File: config.mk
export PLATFORM = sky130hd
export DESIGN_NAME = ram_port_arbiter_flat
export DESIGN_NICKNAME = d
export VERILOG_FILES = /design/src/rtl/ram_arb_pkg.sv /design/src/rtl/ram_port_arbiter_if.sv /design/src/rtl/ram_arb_pick.sv /design/src/rtl/ram_port_arbiter.sv /design/src/flat_wrapper.sv
export SDC_FILE = /design/constraint.sdc
export NUM_CORES = 1
export LEC_CHECK = 0
export CAP_MARGIN = 15
export CORE_MARGIN = 5
export CORE_UTILIZATION = 39
export CTS_CLUSTER_SIZE = 20
export DETAILED_ROUTE_END_ITERATION = 10
export PLACE_DENSITY = 0.8
export RECOVER_POWER = 50
export SLEW_MARGIN = 20
export SYNTH_ARGS = -nofsm -noshare
export SYNTH_HDL_FRONTEND = slang
export SYNTH_SLANG_ARGS = --single-unit
File: constraint.sdc
create_clock -name ram_clk -period 1.8 [get_ports ram_clk]
set_input_delay 0.27 -clock ram_clk [delete_from_list [all_inputs] [get_ports ram_clk]]
set_output_delay 0.27 -clock ram_clk [all_outputs]
set_load 0.005 [all_outputs]
File: src/rtl/ram_arb_pkg.sv
// Shared types and default widths for the pipeline-to-RAM port arbiter.
package ram_arb_pkg;

    localparam int ADDR_W_DEF       = 16;
    localparam int DATA_W_DEF       = 8;
    localparam int STARVE_LIMIT_DEF = 4;

    typedef enum logic [1:0] {
        IDLE   = 2'd0,
        ACCESS = 2'd1,
        DONE   = 2'd2
    } arb_state_t;

    typedef enum logic [1:0] {
        GNT_NONE = 2'd0,
        GNT_S12  = 2'd1,
        GNT_S3   = 2'd2,
        GNT_S5   = 2'd3
    } arb_grant_t;

endpackage

File: src/rtl/ram_port_arbiter_if.sv
// Bundle of the three stage request ports and the single RAM port.
// The slave modport is the arbiter's view; master is the stages plus RAM.
interface ram_port_arbiter_if
    import ram_arb_pkg::*;
#(
    parameter int ADDR_W = ADDR_W_DEF,
    parameter int DATA_W = DATA_W_DEF
) ();

    logic              s12_req;
    logic [ADDR_W-1:0] s12_addr;
    logic              s12_ready;
    logic [DATA_W-1:0] s12_data;

    logic              s3_req;
    logic [ADDR_W-1:0] s3_addr;
    logic              s3_ready;
    logic [DATA_W-1:0] s3_data;

    logic              s5_req;
    logic [ADDR_W-1:0] s5_addr;
    logic [DATA_W-1:0] s5_wdata;
    logic              s5_ready;

    logic              mem_we;
    logic [ADDR_W-1:0] mem_addr;
    logic [DATA_W-1:0] mem_wdata;
    logic [DATA_W-1:0] mem_rdata;

    modport slave (
        input  s12_req, s12_addr, s3_req, s3_addr, s5_req, s5_addr, s5_wdata, mem_rdata,
        output s12_ready, s12_data, s3_ready, s3_data, s5_ready, mem_we, mem_addr, mem_wdata
    );

    modport master (
        output s12_req, s12_addr, s3_req, s3_addr, s5_req, s5_addr, s5_wdata, mem_rdata,
        input  s12_ready, s12_data, s3_ready, s3_data, s5_ready, mem_we, mem_addr, mem_wdata
    );

endinterface

File: src/rtl/ram_arb_pick.sv
// Combinational winner selection: stage5 > stage3 > stage12, unless the
// starvation flag forces stage12 to the front.
module ram_arb_pick
    import ram_arb_pkg::*;
(
    input  logic       s12_req,
    input  logic       s3_req,
    input  logic       s5_req,
    input  logic       starve,
    output arb_grant_t grant
);

    // Priority encoder with starvation override
    always_comb begin
        grant = GNT_NONE;
        if (starve && s12_req) begin
            grant = GNT_S12;
        end else if (s5_req) begin
            grant = GNT_S5;
        end else if (s3_req) begin
            grant = GNT_S3;
        end else if (s12_req) begin
            grant = GNT_S12;
        end else begin
            grant = GNT_NONE;
        end
    end

endmodule

File: src/rtl/ram_port_arbiter.sv
// Serialises stage12/stage3 reads and stage5 writes onto one synchronous RAM port.
// Optional starvation guard for stage12 is enabled by defining ARB_STARVE_GUARD_EN.
module ram_port_arbiter
    import ram_arb_pkg::*;
#(
    parameter int ADDR_W       = ADDR_W_DEF,
`ifdef ARB_STARVE_GUARD_EN
    parameter int STARVE_LIMIT = STARVE_LIMIT_DEF,
`endif
    parameter int DATA_W       = DATA_W_DEF
) (
    input  logic                ram_clk,
    input  logic                rst,
    ram_port_arbiter_if.slave   bus
);

    arb_state_t        state_r;
    arb_state_t        state_s;
    arb_grant_t        grant_r;
    arb_grant_t        pick_s;
    logic              starve_s;
    logic              req12_s;
    logic              req3_s;
    logic              req5_s;
    logic [ADDR_W-1:0] win_addr_s;
    logic              mem_we_r;
    logic [ADDR_W-1:0] mem_addr_r;
    logic [DATA_W-1:0] mem_wdata_r;
    logic              s12_ready_r;
    logic              s3_ready_r;
    logic              s5_ready_r;
    logic [DATA_W-1:0] s12_data_r;
    logic [DATA_W-1:0] s3_data_r;

    // A requester is ignored in its own ready cycle so a dropping req is not re-served.
    assign req12_s = bus.s12_req & ~s12_ready_r;
    assign req3_s  = bus.s3_req  & ~s3_ready_r;
    assign req5_s  = bus.s5_req  & ~s5_ready_r;

    ram_arb_pick u_pick (
        .s12_req (req12_s),
        .s3_req  (req3_s),
        .s5_req  (req5_s),
        .starve  (starve_s),
        .grant   (pick_s)
    );

`ifdef ARB_STARVE_GUARD_EN
    localparam int CNT_W = $clog2(STARVE_LIMIT + 1);
    logic [CNT_W-1:0] starve_cnt_r;

    assign starve_s = (starve_cnt_r >= CNT_W'(STARVE_LIMIT));

    // Counts stage12 losses; saturates at the limit and clears once stage12 is served or idle
    always_ff @(posedge ram_clk or posedge rst) begin
        if (rst) begin
            starve_cnt_r <= {CNT_W{1'b0}};
        end else if (!bus.s12_req) begin
            starve_cnt_r <= {CNT_W{1'b0}};
        end else if (state_r == IDLE && pick_s == GNT_S12) begin
            starve_cnt_r <= {CNT_W{1'b0}};
        end else if (state_r == IDLE && (pick_s == GNT_S3 || pick_s == GNT_S5) && !starve_s) begin
            starve_cnt_r <= starve_cnt_r + CNT_W'(1);
        end
    end
`else
    assign starve_s = 1'b0;
`endif

    // Address of the stage about to be granted
    always_comb begin
        win_addr_s = mem_addr_r;
        case (pick_s)
            GNT_S12: win_addr_s = bus.s12_addr;
            GNT_S3:  win_addr_s = bus.s3_addr;
            GNT_S5:  win_addr_s = bus.s5_addr;
            default: win_addr_s = mem_addr_r;
        endcase
    end

    // Next-state logic of the IDLE -> ACCESS -> DONE access cycle
    always_comb begin
        state_s = state_r;
        case (state_r)
            IDLE: begin
                if (pick_s != GNT_NONE) begin
                    state_s = ACCESS;
                end else begin
                    state_s = IDLE;
                end
            end
            ACCESS:  state_s = DONE;
            DONE:    state_s = IDLE;
            default: state_s = IDLE;
        endcase
    end

    // State register
    always_ff @(posedge ram_clk or posedge rst) begin
        if (rst) begin
            state_r <= IDLE;
        end else begin
            state_r <= state_s;
        end
    end

    // Grant latch, RAM port drive and per-stage data/ready registers
    always_ff @(posedge ram_clk or posedge rst) begin
        if (rst) begin
            grant_r     <= GNT_NONE;
            mem_we_r    <= 1'b0;
            mem_addr_r  <= {ADDR_W{1'b0}};
            mem_wdata_r <= {DATA_W{1'b0}};
            s12_ready_r <= 1'b0;
            s3_ready_r  <= 1'b0;
            s5_ready_r  <= 1'b0;
            s12_data_r  <= {DATA_W{1'b0}};
            s3_data_r   <= {DATA_W{1'b0}};
        end else begin
            mem_we_r    <= 1'b0;
            s12_ready_r <= 1'b0;
            s3_ready_r  <= 1'b0;
            s5_ready_r  <= 1'b0;
            case (state_r)
                IDLE: begin
                    if (pick_s != GNT_NONE) begin
                        grant_r    <= pick_s;
                        mem_addr_r <= win_addr_s;
                        mem_we_r   <= (pick_s == GNT_S5);
                        if (pick_s == GNT_S5) begin
                            mem_wdata_r <= bus.s5_wdata;
                        end
                    end
                end
                ACCESS: begin
                    mem_we_r <= 1'b0;
                end
                DONE: begin
                    // RAM output is registered, so read data is valid only now
                    case (grant_r)
                        GNT_S12: begin
                            s12_data_r  <= bus.mem_rdata;
                            s12_ready_r <= 1'b1;
                        end
                        GNT_S3: begin
                            s3_data_r  <= bus.mem_rdata;
                            s3_ready_r <= 1'b1;
                        end
                        GNT_S5:  s5_ready_r <= 1'b1;
                        default: s5_ready_r <= 1'b0;
                    endcase
                end
                default: mem_we_r <= 1'b0;
            endcase
        end
    end

    assign bus.mem_we    = mem_we_r;
    assign bus.mem_addr  = mem_addr_r;
    assign bus.mem_wdata = mem_wdata_r;
    assign bus.s12_ready = s12_ready_r;
    assign bus.s3_ready  = s3_ready_r;
    assign bus.s5_ready  = s5_ready_r;
    assign bus.s12_data  = s12_data_r;
    assign bus.s3_data   = s3_data_r;

endmodule

File: src/flat_wrapper.sv
// flat-port wrapper written by rule: the top's interface ports become plain ports
module ram_port_arbiter_flat import ram_arb_pkg::*;
#(
    parameter int ADDR_W       = ADDR_W_DEF,

    parameter int DATA_W       = DATA_W_DEF
)
  (ram_clk, rst, bus_s12_req, bus_s12_addr, bus_s3_req, bus_s3_addr, bus_s5_req, bus_s5_addr, bus_s5_wdata, bus_mem_rdata, bus_s12_ready, bus_s12_data, bus_s3_ready, bus_s3_data, bus_s5_ready, bus_mem_we, bus_mem_addr, bus_mem_wdata);
  ram_port_arbiter_if #(.ADDR_W(ADDR_W), .DATA_W(DATA_W)) bus_i ();
  input  logic ram_clk;
  input  logic rst;
  input wire logic [$bits(bus_i.s12_req)-1:0] bus_s12_req;
  input wire logic [$bits(bus_i.s12_addr)-1:0] bus_s12_addr;
  input wire logic [$bits(bus_i.s3_req)-1:0] bus_s3_req;
  input wire logic [$bits(bus_i.s3_addr)-1:0] bus_s3_addr;
  input wire logic [$bits(bus_i.s5_req)-1:0] bus_s5_req;
  input wire logic [$bits(bus_i.s5_addr)-1:0] bus_s5_addr;
  input wire logic [$bits(bus_i.s5_wdata)-1:0] bus_s5_wdata;
  input wire logic [$bits(bus_i.mem_rdata)-1:0] bus_mem_rdata;
  output wire logic [$bits(bus_i.s12_ready)-1:0] bus_s12_ready;
  output wire logic [$bits(bus_i.s12_data)-1:0] bus_s12_data;
  output wire logic [$bits(bus_i.s3_ready)-1:0] bus_s3_ready;
  output wire logic [$bits(bus_i.s3_data)-1:0] bus_s3_data;
  output wire logic [$bits(bus_i.s5_ready)-1:0] bus_s5_ready;
  output wire logic [$bits(bus_i.mem_we)-1:0] bus_mem_we;
  output wire logic [$bits(bus_i.mem_addr)-1:0] bus_mem_addr;
  output wire logic [$bits(bus_i.mem_wdata)-1:0] bus_mem_wdata;
  assign bus_i.s12_req = bus_s12_req;
  assign bus_i.s12_addr = bus_s12_addr;
  assign bus_i.s3_req = bus_s3_req;
  assign bus_i.s3_addr = bus_s3_addr;
  assign bus_i.s5_req = bus_s5_req;
  assign bus_i.s5_addr = bus_s5_addr;
  assign bus_i.s5_wdata = bus_s5_wdata;
  assign bus_i.mem_rdata = bus_mem_rdata;
  assign bus_s12_ready = bus_i.s12_ready;
  assign bus_s12_data = bus_i.s12_data;
  assign bus_s3_ready = bus_i.s3_ready;
  assign bus_s3_data = bus_i.s3_data;
  assign bus_s5_ready = bus_i.s5_ready;
  assign bus_mem_we = bus_i.mem_we;
  assign bus_mem_addr = bus_i.mem_addr;
  assign bus_mem_wdata = bus_i.mem_wdata;
  ram_port_arbiter #(.ADDR_W(ADDR_W), .DATA_W(DATA_W)) u_core (.ram_clk(ram_clk), .rst(rst), .bus(bus_i));
endmodule
==> results of run 1 <==
per-layer routing:
| metal | vias to the layer above | wire length [um] | track usage [%] |
|---|---|---|---|
| met5 | - | 0 | 0 |
| met4 | 0 | 106 | 4.903 |
| met3 | 10 | 481 | 5.941 |
| met2 | 84 | 2607 | 26.17 |
| met1 | 871 | 2261 | 19.62 |
| li1 | 848 | - | - |
worst reg2reg max path, stage by stage, from the launching register on:
cell	delay [ns]
dfrtp_1	0.43
nor4bb_2	0.28
clkbuf_1	0.43
mux2_2	0.41
layout make-up:
type                       instances  share of cell area (%)
sequential                        48                   35.20
inverter                           2                  0.2200
tap                               70                   2.567
timing repair buffer             123                   35.28
multi-input combinational        106                   23.87
clock inverter                     2                  0.4400
clock buffer                       6                   2.420
synth_stat cells:
master and number:
dfrtp_1 48, mux2_2 24, a21oi_1 13, a221o_1 11, nand2_1 11, nand3_1 11, buf_2 7, nor2_1 7
a211oi_1 5, a21o_1 5, mux2i_1 5, nand2b_1 4, buf_6 3, clkbuf_1 3, inv_1 2, nor4bb_1 2
a31o_4 1, and2b_1 1, and4b_1 1, nor2_2 1, nor2b_1 1, nor3_1 1, o21ai_0 1, or2_1 1
worst max path at each step:
| stage | to | cells past startpoint |
|---|---|---|
| finish | u_core.bus.s12_data[2] | 3 |
| global placement | u_core.bus.mem_addr[3] | 4 |
| floorplan | u_core.bus.mem_addr[0] | 5 |
| global route | u_core.bus.mem_addr[5] | 5 |
| CTS | u_core.bus.mem_addr[0] | 3 |
| detailed placement | u_core.bus.mem_addr[1] | 5 |
kinds of logic (layout without fill, tap and decap cells):
group / count (synthesis) / in the layout / synth area share (%)
and+or+nand+nor: 41 / 41 / 9.994
AOI/OAI and AO/OA: 36 / 36 / 13.05
DFF: 48 / 48 / 57.45
buffers and inverters: 15 / 133 / 4.189
muxes: 29 / 29 / 15.32
flip-flops by register name, indices dropped and copies added (netlist names):
| signal | cells |
|---|---|
| u_core.state_r | 2 |
| u_core.bus.s12_ready | 1 |
| u_core.bus.mem_addr | 16 |
| u_core.bus.mem_we | 1 |
| u_core.bus.s12_data | 8 |
| u_core.bus.mem_wdata | 8 |
| u_core.bus.s5_ready | 1 |
| u_core.bus.s3_ready | 1 |
| u_core.grant_r | 2 |
| u_core.bus.s3_data | 8 |
placed cells by master, fill, tap and decap left out:
master / netlist / layout
a21o_1: 5 / 5
a31o_4: 1 / 1
nand2_1: 11 / 11
mux2_2: 24 / 24
dfrtp_1: 48 / 48
and2b_1: 1 / 1
a21oi_1: 13 / 13
buf_12: 0 / 1
or2_1: 1 / 1
inv_1: 2 / 2
nor2b_1: 1 / 1
clkdlybuf4s50_1: 0 / 108
a211oi_1: 5 / 5
buf_4: 0 / 6
nor4bb_2: 0 / 2
nor3_1: 1 / 1
o21ai_0: 1 / 1
clkinvlp_4: 0 / 2
nand3_1: 11 / 11
clkbuf_2: 0 / 2
a221o_1: 11 / 11
nor2_1: 7 / 7
dlygate4sd3_1: 0 / 4
nor2_2: 1 / 1
nand2b_1: 4 / 4
clkbuf_8: 0 / 6
mux2i_1: 5 / 5
clkbuf_1: 3 / 2
and4b_1: 1 / 1
per-stage QoR:
stage / worst slack [ns] / cells / instance area [um2] / hold slack, ns / utilization [%]
3_3_place_gp: 0.06792 / 349 / 3339 / 0.4587 / 64.56
6_report: 0.1483 / 357 / 3412 / 0.4780 / 65.97
5_1_grt: 0.05493 / 357 / 3412 / 0.5113 / 65.97
2_1_floorplan: 0.2718 / 169 / 2091 / 0.4151 / -
4_1_cts: 0.1787 / 357 / 3437 / 0.3109 / 66.45
3_5_place_dp: 0.03102 / 349 / 3339 / 0.4650 / 64.56
power by group:
group / total [uW] / switching [uW] / internal [uW] / leakage [uW]
sequential: 1870 / 270 / 1600 / 0.000585
clock: 674 / 362 / 311 / 0.0000434
combinational: 2370 / 818 / 1550 / 0.000816
==> flow_summary.yaml, run 1 <==
logic_synthesis:
  synth_cell_area_um2: 2091
  synth.top_cells.by_area: "dfrtp_1, mux2_2, a221o_1"
  synthesis_warnings: 0
  synth_sequential_area_ratio_pct: 57.45
  syn_nets: 238
  synth_largest_area_cell: "dfrtp_1"
  synth_cells: 169
  ys_seq_elements: 48
  synth.avg_cell_area_um2: 12.37
  synth_top_area_share_pct: 57.45
  synthDistinctLibCells: 24
floorplanning:
  effective_utilization_at_floorplan_pct: 40.42
  dieWidth_um: 83.22
  placeableCoreArea_um2: 5172
  die_area_um2: 6926
  die_height_um: 83.22
  ios: 113
  num_rows: 26
final_layout:
  post_route_cells_drive_above_1_share_pct: 15.68
  design.final.nets: 355
  multi_input_area_um2: 814.5
  seqCellArea_um2: 1201
  insertedDiodeCount: 0
  areaGrowthSynthToFinish_pct: 63.20
  fill_cells: 418
worst_setup_path:
  timing.critical_path.slowest_stage_cell: "dfrtp_1"
  critical_path_arrival_ns: 1.84
  regToRegEndpoint: "u_core.bus.s12_data[2]"
  worst-r2r-setup-slack_ns: 0.15
  critical-path-top-delay-family: "flip-flops"
  worstPathMaxFanout: 9
  beginning_of_the_critical_path: "u_core.state_r[0]"
  worstPathCellList: "nor4bb_2, clkbuf_1, mux2_2"
  critical-path-max-stage-delay_ns: 0.43
  critical_path_end_type: "flip-flop"
  worst_r2r_path_depth: 3
  criticalPathCategory: "reg -> reg"
  worst-path-buf-inv: 1
  regToRegStartpoint: "u_core.state_r[0]"
  timing.critical_path.from_type: "flip-flop"
  worstPathRequired_ns: 1.99
global_routing:
  grt_pass1_wl_um: 8976
  globalRoute.totalOverflow: 0
  via_count_of_the_first_global_routing_pass: 1837
  antenna_found_initial: 0
  gr-usage-all-layers_pct: 16.00
  maximum_number_of_pins_on_one_net_before_global_route_repair: 34
drt:
  ant_nets: 0
  drt-wirelength-per-cell_um: 15.29
  detail_route.first_pass.iterations: 4
  post_drt_via_cell_ratio: 5.078
  drt_first_iter_violations: 60
  drc_errors: 0
  detail_route.wirelength_um: 5457
  route.vias.total: 1813
clock_tree:
  clkLatencyLatePin_ns: 0.30
  cts_hold_repair.buffers: 0
  cts.htree.levels: 2
  clock_sink_count: 48
  clkSlewWorstSetupHoldPaths_ns: 0.09
  ctsRootBufferMaster: "clkbuf_8"
  clock_tree_from_tritoncts: "yes"
  cts_repair_resize_count: 0
  ctsLongestPathBuffers: 2
  numCtsBuffers: 5
  cts_setup_buffers: 0
timing:
  timing_max_transition_violations_final: 0
  final_min_period_over_clock_period_pct: 91.76
  grt_setup_unrepaired: "no"
  maxSlewHeadroom_pct: 46.21
  final_hold_violating_endpoints: 0
  max_slew.worst_pin.slew_ns: 0.8068
  max_freq_mhz: 605.4
  setup_viol_count_final: 0
  finalClockSkew_ns: 0.006594
  setup_total_negative_slack_ns: 0
  post-route-min-period_ns: 1.652
job:
  maxCapViolCount: 0
worst_hold_path:
  worstHoldPathType: "reg -> reg"
  timing.hold.worst.start: "u_core.bus.mem_addr[15]"
  hold-path-endpoint: "u_core.bus.mem_addr[15]"
  instance_count_along_the_most_critical_hold_path: 1
pwr:
  vdd_drop_max_uv: 819.4
  power_density_nw_per_um2: 1438
  total_power_uw: 4907
  power.leakage_uw: 0.001445
place:
  portBuffers: 112
  hpwl_um: 4239
  finalWeightedCongestion: 0.7688
run_status:
  outcome: "complete, no violations"
No activity file was read; power rests on OpenSTA's default activity.
==> run 2: changes to the inputs <==
SKIP_LAST_GASP = 1   (was default)
==> results of run 2 <==
No change in the layout: final DEF, timing and power equal those of run 1.
